## src/rtl/rv32i_pkg.sv

```systemverilog
// Shared RV32I definitions: ALU_control codes, opcodes, funct7 values and the
// decoded control bundle carried by the decode stage output register.
package rv32i_pkg;

    localparam logic [4:0] ALU_NOP  = 5'd0;
    localparam logic [4:0] ALU_ADD  = 5'd1;
    localparam logic [4:0] ALU_SUB  = 5'd2;
    localparam logic [4:0] ALU_XOR  = 5'd3;
    localparam logic [4:0] ALU_OR   = 5'd4;
    localparam logic [4:0] ALU_AND  = 5'd5;
    localparam logic [4:0] ALU_SLL  = 5'd6;
    localparam logic [4:0] ALU_SRL  = 5'd7;
    localparam logic [4:0] ALU_SRA  = 5'd8;
    localparam logic [4:0] ALU_SLT  = 5'd9;
    localparam logic [4:0] ALU_SLTU = 5'd10;
    localparam logic [4:0] ALU_BEQ  = 5'd11;
    localparam logic [4:0] ALU_BNE  = 5'd12;
    localparam logic [4:0] ALU_BLT  = 5'd13;
    localparam logic [4:0] ALU_BGE  = 5'd14;
    localparam logic [4:0] ALU_BLTU = 5'd15;
    localparam logic [4:0] ALU_BGEU = 5'd16;
    localparam logic [4:0] ALU_JAL  = 5'd17;
    localparam logic [4:0] ALU_LUI  = 5'd18;

    localparam logic [6:0] OPC_OP     = 7'b0110011;
    localparam logic [6:0] OPC_OP_IMM = 7'b0010011;
    localparam logic [6:0] OPC_LOAD   = 7'b0000011;
    localparam logic [6:0] OPC_STORE  = 7'b0100011;
    localparam logic [6:0] OPC_BRANCH = 7'b1100011;
    localparam logic [6:0] OPC_JAL    = 7'b1101111;
    localparam logic [6:0] OPC_JALR   = 7'b1100111;
    localparam logic [6:0] OPC_LUI    = 7'b0110111;
    localparam logic [6:0] OPC_AUIPC  = 7'b0010111;

    localparam logic [6:0] F7_BASE = 7'b0000000;
    localparam logic [6:0] F7_ALT  = 7'b0100000;

    typedef struct packed {
        logic [4:0] alu_control;
        logic [4:0] rs1_addr;
        logic [4:0] rs2_addr;
        logic [4:0] rd_addr;
        logic       alu_src_imm;
        logic       alu_src_pc;
        logic       reg_write;
        logic       mem_read;
        logic       mem_write;
        logic       branch;
        logic       jump;
        logic       illegal;
        logic [2:0] mem_size;
    } decode_ctrl_t;

    // Base-encoding ALU op shared by OP and OP-IMM (funct7 handled by caller)
    function automatic logic [4:0] alu_from_funct3(input logic [2:0] funct3);
        logic [4:0] code;
        case (funct3)
            3'b000:  code = ALU_ADD;
            3'b001:  code = ALU_SLL;
            3'b010:  code = ALU_SLT;
            3'b011:  code = ALU_SLTU;
            3'b100:  code = ALU_XOR;
            3'b101:  code = ALU_SRL;
            3'b110:  code = ALU_OR;
            3'b111:  code = ALU_AND;
            default: code = ALU_NOP;
        endcase
        return code;
    endfunction

    function automatic logic [4:0] branch_alu(input logic [2:0] funct3);
        logic [4:0] code;
        case (funct3)
            3'b000:  code = ALU_BEQ;
            3'b001:  code = ALU_BNE;
            3'b100:  code = ALU_BLT;
            3'b101:  code = ALU_BGE;
            3'b110:  code = ALU_BLTU;
            3'b111:  code = ALU_BGEU;
            default: code = ALU_NOP;
        endcase
        return code;
    endfunction

endpackage

```

## src/rtl/rv32i_imm_gen.sv

```systemverilog
// Combinational immediate generator. LUI is left unshifted because the ALU
// applies the <<12 itself; shift-immediates yield only the shift amount.
module rv32i_imm_gen
    import rv32i_pkg::*;
#(
    parameter int XLEN = 32
) (
    input  logic [31:0]     instr,
    output logic [XLEN-1:0] imm
);

    // Select the immediate format from the opcode
    always_comb begin
        imm = '0;
        case (instr[6:0])
            OPC_OP_IMM: begin
                if (instr[14:12] == 3'b001 || instr[14:12] == 3'b101) begin
                    imm = XLEN'(instr[24:20]);
                end else begin
                    imm = XLEN'($signed(instr[31:20]));
                end
            end
            OPC_LOAD, OPC_JALR: imm = XLEN'($signed(instr[31:20]));
            OPC_STORE:  imm = XLEN'($signed({instr[31:25], instr[11:7]}));
            OPC_BRANCH: imm = XLEN'($signed({instr[31], instr[7], instr[30:25], instr[11:8], 1'b0}));
            OPC_JAL:    imm = XLEN'($signed({instr[31], instr[19:12], instr[20], instr[30:21], 1'b0}));
            OPC_LUI:    imm = XLEN'(instr[31:12]);
            OPC_AUIPC:  imm = XLEN'($signed({instr[31:12], 12'h000}));
            default:    imm = '0;
        endcase
    end

endmodule

```

## src/rtl/rv32i_decode_stage.sv

```systemverilog
// Registered RV32I decode stage: one-deep output register with valid/ready
// backpressure and synchronous flush, feeding the ALU control interface.
module rv32i_decode_stage
    import rv32i_pkg::*;
#(
    parameter int              XLEN     = 32,
    parameter logic [XLEN-1:0] RESET_PC = '0
) (
    input  logic            clk,
    input  logic            rst_n,
    input  logic            in_valid,
    output logic            in_ready,
    input  logic [31:0]     instr,
    input  logic [XLEN-1:0] pc_in,
    input  logic            flush,
    output logic            out_valid,
    input  logic            out_ready,
    output logic [4:0]      alu_control,
    output logic [4:0]      rs1_addr,
    output logic [4:0]      rs2_addr,
    output logic [4:0]      rd_addr,
    output logic [XLEN-1:0] imm,
    output logic            alu_src_imm,
    output logic            alu_src_pc,
    output logic            reg_write,
    output logic            mem_read,
    output logic            mem_write,
    output logic            branch,
    output logic            jump,
    output logic            illegal,
    output logic [2:0]      mem_size,
    output logic [XLEN-1:0] pc_out
);

    logic [6:0]      opcode_s;
    logic [2:0]      funct3_s;
    logic [6:0]      funct7_s;
    logic            legal_s;
    logic            in_ready_s;
    logic            accept_s;
    decode_ctrl_t    ctrl_s;
    logic [XLEN-1:0] imm_s;

    logic            valid_r;
    decode_ctrl_t    ctrl_r;
    logic [XLEN-1:0] imm_r;
    logic [XLEN-1:0] pc_r;

    assign opcode_s = instr[6:0];
    assign funct3_s = instr[14:12];
    assign funct7_s = instr[31:25];

    rv32i_imm_gen #(.XLEN(XLEN)) u_imm_gen (
        .instr (instr),
        .imm   (imm_s)
    );

    // Decode the incoming instruction into the control bundle
    always_comb begin
        ctrl_s          = '0;
        legal_s         = 1'b0;
        ctrl_s.rs1_addr = instr[19:15];
        ctrl_s.rs2_addr = instr[24:20];
        ctrl_s.rd_addr  = instr[11:7];
        case (opcode_s)
            OPC_OP: begin
                ctrl_s.reg_write = 1'b1;
                if (funct7_s == F7_BASE) begin
                    ctrl_s.alu_control = alu_from_funct3(funct3_s);
                    legal_s            = 1'b1;
                end else if (funct7_s == F7_ALT && funct3_s == 3'b000) begin
                    ctrl_s.alu_control = ALU_SUB;
                    legal_s            = 1'b1;
                end else if (funct7_s == F7_ALT && funct3_s == 3'b101) begin
                    ctrl_s.alu_control = ALU_SRA;
                    legal_s            = 1'b1;
                end else begin
                    legal_s = 1'b0;
                end
            end
            OPC_OP_IMM: begin
                ctrl_s.reg_write   = 1'b1;
                ctrl_s.alu_src_imm = 1'b1;
                if (funct3_s == 3'b001) begin
                    ctrl_s.alu_control = ALU_SLL;
                    legal_s            = (funct7_s == F7_BASE);
                end else if (funct3_s == 3'b101) begin
                    if (funct7_s == F7_BASE) begin
                        ctrl_s.alu_control = ALU_SRL;
                        legal_s            = 1'b1;
                    end else if (funct7_s == F7_ALT) begin
                        ctrl_s.alu_control = ALU_SRA;
                        legal_s            = 1'b1;
                    end else begin
                        legal_s = 1'b0;
                    end
                end else begin
                    ctrl_s.alu_control = alu_from_funct3(funct3_s);
                    legal_s            = 1'b1;
                end
            end
            OPC_LOAD: begin
                ctrl_s.alu_control = ALU_ADD;
                ctrl_s.alu_src_imm = 1'b1;
                ctrl_s.mem_read    = 1'b1;
                ctrl_s.reg_write   = 1'b1;
                ctrl_s.mem_size    = funct3_s;
                legal_s            = (funct3_s != 3'b011) && (funct3_s[2:1] != 2'b11);
            end
            OPC_STORE: begin
                ctrl_s.alu_control = ALU_ADD;
                ctrl_s.alu_src_imm = 1'b1;
                ctrl_s.mem_write   = 1'b1;
                ctrl_s.mem_size    = funct3_s;
                legal_s            = (funct3_s[2] == 1'b0) && (funct3_s != 3'b011);
            end
            OPC_BRANCH: begin
                ctrl_s.alu_control = branch_alu(funct3_s);
                ctrl_s.branch      = 1'b1;
                legal_s            = (funct3_s[2:1] != 2'b01);
            end
            OPC_JAL, OPC_JALR: begin
                ctrl_s.alu_control = ALU_JAL;
                ctrl_s.jump        = 1'b1;
                ctrl_s.alu_src_pc  = 1'b1;
                ctrl_s.reg_write   = 1'b1;
                legal_s            = (opcode_s == OPC_JAL) || (funct3_s == 3'b000);
            end
            OPC_LUI: begin
                ctrl_s.alu_control = ALU_LUI;
                ctrl_s.alu_src_imm = 1'b1;
                ctrl_s.reg_write   = 1'b1;
                legal_s            = 1'b1;
            end
            OPC_AUIPC: begin
                ctrl_s.alu_control = ALU_ADD;
                ctrl_s.alu_src_pc  = 1'b1;
                ctrl_s.alu_src_imm = 1'b1;
                ctrl_s.reg_write   = 1'b1;
                legal_s            = 1'b1;
            end
            default: legal_s = 1'b0;
        endcase

        // Illegal encodings must not leave any side effect for execute
        if (!legal_s) begin
            ctrl_s.alu_control = ALU_NOP;
            ctrl_s.alu_src_imm = 1'b0;
            ctrl_s.alu_src_pc  = 1'b0;
            ctrl_s.reg_write   = 1'b0;
            ctrl_s.mem_read    = 1'b0;
            ctrl_s.mem_write   = 1'b0;
            ctrl_s.branch      = 1'b0;
            ctrl_s.jump        = 1'b0;
            ctrl_s.mem_size    = 3'b000;
            ctrl_s.illegal     = 1'b1;
        end else if (instr[11:7] == 5'd0) begin
            ctrl_s.reg_write = 1'b0;
        end else begin
            ctrl_s.illegal = 1'b0;
        end
    end

    assign in_ready_s = !valid_r || out_ready;
    assign accept_s   = in_valid && in_ready_s && !flush;

    // Output register bank: flush beats accept, accept beats drain, else hold
    always_ff @(posedge clk or negedge rst_n) begin
        if (!rst_n) begin
            valid_r <= 1'b0;
            ctrl_r  <= '0;
            imm_r   <= '0;
            pc_r    <= RESET_PC;
        end else if (flush) begin
            valid_r <= 1'b0;
            ctrl_r  <= '0;
            imm_r   <= '0;
            pc_r    <= RESET_PC;
        end else if (accept_s) begin
            valid_r <= 1'b1;
            ctrl_r  <= ctrl_s;
            imm_r   <= imm_s;
            pc_r    <= pc_in;
        end else if (valid_r && out_ready) begin
            valid_r <= 1'b0;
            ctrl_r  <= '0;
            imm_r   <= '0;
            pc_r    <= RESET_PC;
        end
    end

    assign in_ready    = in_ready_s;
    assign out_valid   = valid_r;
    assign alu_control = ctrl_r.alu_control;
    assign rs1_addr    = ctrl_r.rs1_addr;
    assign rs2_addr    = ctrl_r.rs2_addr;
    assign rd_addr     = ctrl_r.rd_addr;
    assign imm         = imm_r;
    assign alu_src_imm = ctrl_r.alu_src_imm;
    assign alu_src_pc  = ctrl_r.alu_src_pc;
    assign reg_write   = ctrl_r.reg_write;
    assign mem_read    = ctrl_r.mem_read;
    assign mem_write   = ctrl_r.mem_write;
    assign branch      = ctrl_r.branch;
    assign jump        = ctrl_r.jump;
    assign illegal     = ctrl_r.illegal;
    assign mem_size    = ctrl_r.mem_size;
    assign pc_out      = pc_r;

endmodule

```

## config.mk

```make
export PLATFORM = sky130hd
export DESIGN_NAME = rv32i_decode_stage
export DESIGN_NICKNAME = d
export VERILOG_FILES = /design/src/rtl/rv32i_pkg.sv /design/src/rtl/rv32i_imm_gen.sv /design/src/rtl/rv32i_decode_stage.sv
export SDC_FILE = /design/constraint.sdc
export NUM_CORES = 1
export LEC_CHECK = 0
export CELL_PAD_IN_SITES_DETAIL_PLACEMENT = 1
export CELL_PAD_IN_SITES_GLOBAL_PLACEMENT = 1
export CORE_MARGIN = 10
export CORE_UTILIZATION = 47
export DETAILED_ROUTE_END_ITERATION = 16
export DONT_BUFFER_PORTS = 1
export PLACE_DENSITY = 0.83
export SYNTH_ARGS = -nofsm -noshare
export SYNTH_HDL_FRONTEND = slang
export SYNTH_SLANG_ARGS = --single-unit
```

## constraint.sdc

```tcl
create_clock -name clk -period 2.19 [get_ports clk]
set_input_delay 0.438 -clock clk [delete_from_list [all_inputs] [get_ports clk]]
set_output_delay 0.438 -clock clk [all_outputs]
set_load 0.02 [all_outputs]
```

# Word-level counts from Yosys, hierarchy flattened
# Memory sizes are Yosys's and may differ from the RTL's.
# Cells that the tools add are included.
op_classes:
  n_eq_ne: 18
  muxes: 45
  bitwise: 1
  n_reduce_logical: 24
op_table:
  columns: ["cell", "count"]
  rows:
  - ["32-bit one-hot mux with 7 select lines", 1]
  - ["32-bit 2-to-1 mux", 6]
  - ["31-bit 2-to-1 mux", 3]
  - ["5-bit one-hot mux with 6 select lines", 2]
  - ["7-bit by 6-bit equality test with 1-bit output, second input constant", 4]
  - ["7-bit equality test, second input constant", 3]
  - ["1-bit 2-to-1 mux", 20]
  - ["4-bit 2-to-1 mux", 5]
  - ["5-bit 2-to-1 mux", 4]
  - ["7-bit by 5-bit equality test with 1-bit output, second input constant", 2]
  - ["3-bit equality test, second input constant", 4]
  - ["2-bit OR reduction", 4]
  - ["7-bit by 2-bit equality test with 1-bit output, second input constant", 1]
  - ["1-bit logical AND", 7]
  - ["7-bit logical NOT", 1]
  - ["1-bit one-hot mux with 7 select lines", 1]
  - ["7-bit OR reduction", 1]
  - ["3-bit 2-to-1 mux", 2]
  - ["3-bit OR reduction", 2]
  - ["5-bit logical NOT", 1]
  - ["5-bit OR reduction", 1]
  - ["3-bit by 1-bit equality test with 1-bit output, second input constant", 1]
  - ["3-bit logical NOT", 1]
  - ["1-bit logical OR", 3]
  - ["other kinds (7)", 8]
word_totals:
  regBits: 96
  romBits: 64
  output_inout_bits: 97
  mem_count: 2
memory_table:
  columns: ["memory", "words", "width", "rd", "rd_ports_with_merged_regs", "wr", "line_no", "source"]
  rows:
  - ["(no name shown)", 8, 4, 1, 0, 0, "rv32i_pkg.sv:57", "case (funct3)"]
  - ["(no name shown)", 8, 4, 1, 0, 0, "rv32i_pkg.sv:57", null]

# Longest topological paths before layout
# Gate-level depths: netlist (run 1).
depth:
  depth_word: 9
  mapped_depth: 7

# Cells and area by module
# From an unflattened synthesis (run 1), not the netlist that was laid out.
unflattened:
  hier_cells: 432
  area_unflattened_um2: 4642.0
by_module_without_submodules:
  columns: ["mod", "n_inst", "cells_per_inst", "area_each_um2", "seq_area_each_um2"]
  rows:
  - ["rv32i_decode_stage", 1, 309, 3905.0, 2402.3]
  - ["rv32i_imm_gen", 1, 123, 737.0, 0.0]

# Worst setup path before layout (run 1)
# OpenSTA, ideal clock, no wires.
synth_path:
  path_type: "reg2reg"
  start: "register valid_r, in the netlist out_valid"
  end: "register pc_r[0], in the netlist pc_out[0]"
  setup_ns: 0.066
  arrival_ns: 1.800
  t_required_ns: 2.124
  path_slack_ns: 0.323
  stages_incl_launch_ff: 7
  cell_sequence: "dfrtp_1 -> nor2b_1 -> inv_1 -> a21oi_1 -> buf_2 -> buf_1 -> a22o_1"
synth_between:
  elab_chain_cells: 6
  word_cells_on_any_way: 8
  cone_classes: "mux (2); reduce/logical (6)"
synth_lines:
  columns: ["item", "line_no", "source"]
  rows:
  - ["start, declared", "rv32i_decode_stage.sv:44", "logic valid_r;"]
  - ["start signal, assigned", "rv32i_decode_stage.sv:170", "valid_r <= 1'b0;"]
  - ["start signal, assigned", "rv32i_decode_stage.sv:175", "valid_r <= 1'b0;"]
  - ["start signal, assigned", "rv32i_decode_stage.sv:180", "valid_r <= 1'b1;"]
  - ["1-bit logical NOT (*)", "rv32i_decode_stage.sv:164", "assign in_ready_s = !valid_r || out_ready;"]
  - ["1-bit logical OR (*)", "rv32i_decode_stage.sv:164", null]
  - ["named net in_ready", "rv32i_decode_stage.sv:12", "output logic in_ready,"]
  - ["1-bit logical AND (*) (2 in series)", "rv32i_decode_stage.sv:165", "assign accept_s = in_valid && in_ready_s && !flush;"]
  - ["32-bit 2-to-1 mux", "rv32i_decode_stage.sv:179", "end else if (accept_s) begin"]
  - ["32-bit 2-to-1 mux", "rv32i_decode_stage.sv:174", "end else if (flush) begin"]
  - ["end signal, assigned", "rv32i_decode_stage.sv:183", "pc_r <= pc_in;"]
  - ["end, declared", "rv32i_decode_stage.sv:47", "logic [XLEN-1:0] pc_r;"]
# The timed path passes the listed nets; every way through them passes the cells marked *.
# A chain may end at the register's enable or synchronous reset.

# Final worst setup path (run 1)
layout_path:
  start: "register valid_r, in the netlist out_valid"
  end: "register imm_r[16], in the netlist imm[16]"
layout_between:
  elab_chain_cells: 6
  word_cells_on_any_way: 8
  cone_classes: "mux (2); reduce/logical (6)"
layout_lines:
  columns: ["item", "line_no", "source"]
  rows:
  - ["1-bit logical NOT", "rv32i_decode_stage.sv:164", null]
  - ["1-bit logical OR", "rv32i_decode_stage.sv:164", null]
  - ["1-bit logical AND (2 in series)", "rv32i_decode_stage.sv:165", null]
  - ["32-bit 2-to-1 mux", "rv32i_decode_stage.sv:179", null]
  - ["32-bit 2-to-1 mux", "rv32i_decode_stage.sv:174", null]
  - ["end signal, assigned", "rv32i_decode_stage.sv:182", "imm_r <= imm_s;"]
  - ["end, declared", "rv32i_decode_stage.sv:46", "logic [XLEN-1:0] imm_r;"]
# Parallel ways exist; a longest one is shown, timed or not.

==> results.py, run 1 <==
metrics = {
    "global_route": {
        "overflow": 0,
        "grt_max_degree": 97,
        "grt_usage": 0.2088,
        "grt_pass1_wl_um": 22170,
        "antenna_found_initial": 0,
        "grt_pass1_vias": 3829,
    },
    "floorplanning": {
        "core-area_um2": 9196,
        "start_util": 0.4788,
        "fp.dieArea_um2": 13640,
        "num_rows": 35,
        "fp.dieW_um": 116.8,
        "fp.dieH_um": 116.8,
        "io_pins": 166,
    },
    "clock_tree": {
        "insertion_delay_ps": 370,
        "clk_pin_slew_ps": 110,
        "cts_htree_levels": 3,
        "cts_buffers": 9,
        "clock_path_buffers": 2,
        "clockRootBuffer": "clkbuf_8",
        "cts_sinks": 96,
        "cts_resized": 0,
        "post_cts_buffers": 0,
        "cts_tree": "done",
    },
    "pwr": {
        "powerDensity_nw_per_um2": 691.5,
        "ir_drop_uv": 390.8,
        "power_leakage_nw": 2.096,
    },
    "timing": {
        "slew_headroom": 0.5221,
        "max_freq_ghz": 0.5430,
        "skew_ps": 12.56,
        "rsz0062_at_grt": "no",
        "slew_violations": 0,
        "min_period_ps": 1842,
        "fin_ws_ps": 348.4,
        "worst_slew_pin_slew_ps": 716.8,
        "setup_viol": 0,
        "finalCritPeriodShare": 0.8409,
        "holdWs_ps": -246.4,
        "finalSetupTns_ps": 0,
        "finalHoldViolCount": 96,
    },
    "layout": {
        "fin_util": 0.5182,
        "fin_area_um2": 4766,
        "drive_gt1_frac": 0.1154,
        "n_antenna_cell": 0,
        "nFillCells": 987,
        "area_growth_pct": 8.241,
        "fin_nets": 480,
    },
    "flow_run": {
        "max_cap_viol_count": 0,
    },
    "placed_design": {
        "placed_area_um2": 4566,
        "port_buffers": 0,
        "preCtsSetupSlack_ps": 208.9,
        "place_hpwl_um": 10710,
        "gp_congestion": 0.9473,
    },
    "synth": {
        "synth_top_area_frac": 0.5456,
        "synth.most_common_cell": "dfrtp_1",
        "synth_common_cells": "dfrtp_1 (96), nand2_1 (58), a22o_1 (48)",
        "async_flop_share": 1.000,
        "synth_cell_types": 55,
        "synth_area_per_cell_um2": 10.53,
        "yosys-top-cells-area": "dfrtp_1 (55%), a22o_1 (9.5%), nand2_1 (4.9%)",
        "ys_seq_area_frac": 0.5456,
        "syn_inst": 418,
        "ys_ff_latch": 96,
        "synth_ff_type": "dfrtp_1",
        "ys_warn_count": 0,
        "syn_nets": 487,
        "netlist_area_um2": 4403,
        "synth_edf_count": 0,
        "synth_largest_area_cell": "dfrtp_1",
    },
    "outcome": {
        "outcome": "complete, but fails checks",
        "violations": "hold timing",
    },
    "worst_setup_path": {
        "cpPeakStageDelay_ps": 360,
        "end_kind": "flop",
        "crit_arrival_ps": 2100,
        "crit_chain": "nor2b_1 > inv_1 > nand3b_1 > a31o_2 > nor3_4 > a211o_1",
        "cp.required_ps": 2450,
        "path_class": "flop to flop",
        "cp-start-kind": "flop",
        "crit_slowest_cell": "dfrtp_1",
        "crit_path_max_fanout": 16,
    },
    "route": {
        "wl_um": 14450,
        "postRouteAntennaNets": 0,
        "drtIter0Drc": 331,
        "first_pass_iters": 5,
        "via_per_inst": 6.672,
        "wl_per_cell_um": 27.41,
        "drcViolationCount": 0,
        "vias": 3516,
    },
    "hold_path": {
        "hold_path.class": "input pin to asynchronous set/reset pin",
    },
}
[power by group]
| part | switching [W] | total [W] | internal [W] | leakage (nW) |
|---|---|---|---|---|
| combinational | 0.000126 | 0.000216 | 0.0000901 | 0.682 |
| clock | 0.000676 | 0.00115 | 0.000472 | 0.102 |
| sequential | 0.000110 | 0.00193 | 0.00182 | 1.31 |
| total | 0.000911 | 0.00330 | 0.00238 | 2.10 |
[cell usage in the layout, fill, tap and decap left out, types with 3 or more instances in the layout]
cell       n
dfrtp_1   96
a22oi_1   17
inv_1      8
nand3b_1   3
nand2b_1   5
o21ai_0   37
nor2_1    13
o22ai_1    3
a211o_1   10
a222oi_1   6
clkbuf_8  10
o31ai_1    6
buf_4     12
clkinv_4   3
o21ai_1    8
nand2_1   58
a21oi_1   12
nand3_1    3
a22o_1    48
[logic make-up (layout without fill, tap and decap cells)]
logic type | Yosys count | in the layout | share of synthesized area
compound gates | 171 | 171 | 0.2867
simple gates | 109 | 109 | 0.1262
flops | 96 | 96 | 0.5456
buf+inv | 40 | 38 | 0.03722
xor+xnor | 1 | 1 | 0.001990
mux | 1 | 1 | 0.002273
[sequential cells by signal, indices dropped and copies added (netlist names)]
signal and count:
pc_out 32, mem_write 1, jump 1, alu_control 5
imm 32, out_valid 1, branch 1, reg_write 1
alu_src_imm 1, rd_addr 5, mem_size 3, rs1_addr 5
mem_read 1, rs2_addr 5, alu_src_pc 1, illegal 1
[layout make-up]
cell class / instances / area (um^2) / share of cell area
clock buffer: 10 / 137.6 / 0.02888
clock inverter: 6 / 62.56 / 0.01313
inverter: 8 / 30.03 / 0.006301
multi-input combinational: 282 / 1864 / 0.3912
sequential: 96 / 2402 / 0.5041
tap: 111 / 138.9 / 0.02914
timing repair buffer: 14 / 130.1 / 0.02730
[per-stage QoR]
step / instances / total power [W] / hold slack [ps]
after floorplan: 418 / 0.002124 / 142.4
after global placement: 511 / 0.002172 / 147.0
after detailed placement: 511 / 0.002182 / 146.3
after CTS: 527 / 0.003335 / -263.4
after global routing: 527 / 0.003457 / -279.4
final: 527 / 0.003296 / -246.4
[final timing paths]
check                           from          to  slack [ps]  depth (start not counted)
setup / recovery           out_valid     imm[16]         350                          6
hold / removal                 rst_n  pc_out[31]        -250                          0
setup reg to reg           out_valid     imm[16]         350                          6
hold reg to reg              imm[29]     imm[29]         630                          2
max in group asynchronous      rst_n   pc_out[2]        2280                          0
min in group clk               flush   out_valid         130                          1
[layer usage]
layer | GRT usage | up-vias | part of all wire
met2 | 0.3367 | 186 | 0.48
met1 | 0.2467 | 1760 | 0.37
met3 | 0.09531 | 13 | 0.14
met5 | 0 | - | 0
li1 | - | 1557 | -
met4 | 0.05684 | 0 | 0.012
[worst max-delay path: cells and delay by family, from the launching register on]
kind                   cells  cell delay, ps
buffers and inverters      1             100
AO/OA/AOI/OAI              2             660
AND/OR/NAND/NOR            3             610
flip-flops                 1             360
(Power assumes the default switching activity.)
==> run 2, diff against run 1 <==
==> constraint.sdc (replaced) <==
create_clock -name clk -period 1.9 [get_ports clk]
set_input_delay 0.38 -clock clk [delete_from_list [all_inputs] [get_ports clk]]
set_output_delay 0.38 -clock clk [all_outputs]
set_load 0.02 [all_outputs]
==> run 2 against run 1 <==
  * The run still ends with hold timing left
  * Critical endpoint is now pc_out[10]
  * Utilization grew 1.4 points
  * Sequential share of layout area fell by 1.3 points
  * Clock power up 17%
  * Largest cell class unchanged
  * Setup slack lost 190 ps
  * Cell count increased by 1.9%
  * Hold slack got worse by 61 ps
  * Die area did not move
  * First-iteration DRC count fell by 1.2%
  * Highest routed layer unchanged
  * Non-clock buffer count rose by 10
  * Sequential power increased by 16%
==> results.py, run 2 (synthesized netlist as in run 1, its figures left out) <==
metrics = {
    "outcome": {
        "outcome": "complete, but fails checks",
        "violations": "hold timing",
    },
    "route": {
        "drtIter0Drc": 327,
        "vias": 3606,
        "first_pass_iters": 5,
        "drcViolationCount": 0,
        "postRouteAntennaNets": 0,
        "via_per_inst": 6.715,
        "wl_per_cell_um": 28.00,
        "wl_um": 15030,
    },
    "timing": {
        "finalHoldViolCount": 96,
        "skew_ps": 13.99,
        "max_freq_ghz": 0.5751,
        "slew_violations": 0,
        "holdWs_ps": -307.6,
        "finalSetupTns_ps": 0,
        "rsz0062_at_grt": "no",
        "worst_slew_pin_slew_ps": 609.1,
        "slew_headroom": 0.5896,
        "finalCritPeriodShare": 0.9152,
        "fin_ws_ps": 161.0,
        "min_period_ps": 1739,
        "setup_viol": 0,
    },
    "floorplanning": {
        "io_pins": 166,
        "start_util": 0.4788,
        "num_rows": 35,
        "fp.dieW_um": 116.8,
        "core-area_um2": 9196,
        "fp.dieH_um": 116.8,
        "fp.dieArea_um2": 13640,
    },
    "layout": {
        "fin_nets": 490,
        "drive_gt1_frac": 0.1385,
        "n_antenna_cell": 0,
        "fin_util": 0.5320,
        "final_cell_mix": "dfrtp_1 (96), nand2_1 (58), a22o_1 (48)",
        "area_growth_pct": 11.11,
        "final_common_cell": "dfrtp_1",
    },
    "worst_setup_path": {
        "cp.required_ps": 2200,
        "path_class": "flop to flop",
        "crit_arrival_ps": 2030,
        "crit_chain": "buf_4 > or2_2 > a21oi_4 > clkbuf_16 > a22o_1",
        "crit_path_max_fanout": 48,
        "crit_slowest_cell": "dfrtp_1",
        "end_kind": "flop",
        "cpPeakStageDelay_ps": 390,
        "reg2reg_depth": 5,
        "cp-start-kind": "flop",
    },
    "clock_tree": {
        "cts_tree": "done",
        "clk_pin_slew_ps": 100,
        "cts_buffers": 9,
        "cts_sinks": 96,
        "cts_htree_levels": 3,
        "clock_path_buffers": 2,
        "insertion_delay_ps": 370,
        "clockRootBuffer": "clkbuf_8",
    },
    "pwr": {
        "totalPowerFinal_w": 0.003833,
        "power_leakage_nw": 2.154,
        "ir_drop_uv": 369.7,
        "powerDensity_nw_per_um2": 783.4,
    },
    "global_route": {
        "grt_max_degree": 97,
        "grt_usage": 0.2097,
        "grt_pass1_vias": 3801,
        "grt_pass1_wl_um": 22330,
        "overflow": 0,
        "antenna_found_initial": 0,
    },
    "placed_design": {
        "place_hpwl_um": 10690,
        "port_buffers": 0,
        "preCtsSetupSlack_ps": 26.64,
        "gp_congestion": 0.8728,
    },
    "flow_run": {
        "max_cap_viol_count": 0,
    },
    "hold_path": {
        "hold_path.class": "input pin to asynchronous set/reset pin",
    },
}
==> run 2: cell count changes in the layout (fill, tap and decap cells not counted) <==
cell and change:
buf_4 +6, buf_12 +2, clkinv_4 -2, buf_8 +1, clkbuf_16 +1, clkinvlp_4 +1
inv_6 +1, nor2b_1 -1, nor2b_2 +1
==> run 2: area by class of cell <==
type / count / area, um^2
clock buffer: 10 / 137.6
clock inverter: 6 / 61.31
fill: 999 / 4304
inverter: 8 / 30.03
multi-input combinational: 282 / 1867
sequential: 96 / 2402
tap: 111 / 138.9
timing repair buffer: 24 / 255.2
==> run 2: path summary, 6_finish.rpt <==
check	startpoint	endpoint	slack (ps)
worst max-delay path	out_valid	pc_out[10]	160
worst min-delay path	rst_n	alu_control[4]	-310
worst max register to register	out_valid	pc_out[10]	160
worst min register to register	mem_size[2]	mem_size[2]	640
max in group asynchronous	rst_n	illegal	2050
min in group clk	flush	out_valid	60
==> run 2: what timing repair did <==
item | in CTS | in global routing
setup endpoints to repair | 0 | 87
hold endpoints to repair | 96 | 96
setup buffers | 0 | 0
gates resized for setup | 0 | 4
==> run 2: power by group <==
| group | internal (W) | leakage (nW) | switching [W] |
|---|---|---|---|
| combinational | 0.000113 | 0.743 | 0.000152 |
| sequential | 0.00210 | 1.31 | 0.000127 |
| clock | 0.000544 | 0.0982 | 0.000796 |
==> run 2: per-stage QoR <==
step,cell area [um^2],hold slack [ps],cells
final,4892,-307.6,537
after global routing,4892,-343.2,537
after CTS,4870,-317.2,536
after detailed placement,4671,88.37,520
after global placement,4671,88.94,520
after floorplan,4403,84.41,418
==> run 2: worst max-delay path: cells and delay by family (launching register included) <==
family	cells	cell delay [ps]
simple gates	1	320
compound gates	2	450
buf+inv	2	450
flops	1	390
==> run 2: metal layers <==
layer / up-vias / track usage / share of wire
met1: 1811 / 0.2598 / 0.38
met3: 18 / 0.08970 / 0.12
met5: - / 0 / 0
met4: 0 / 0.05601 / 0.016
met2: 198 / 0.3288 / 0.48
li1: 1579 / - / -
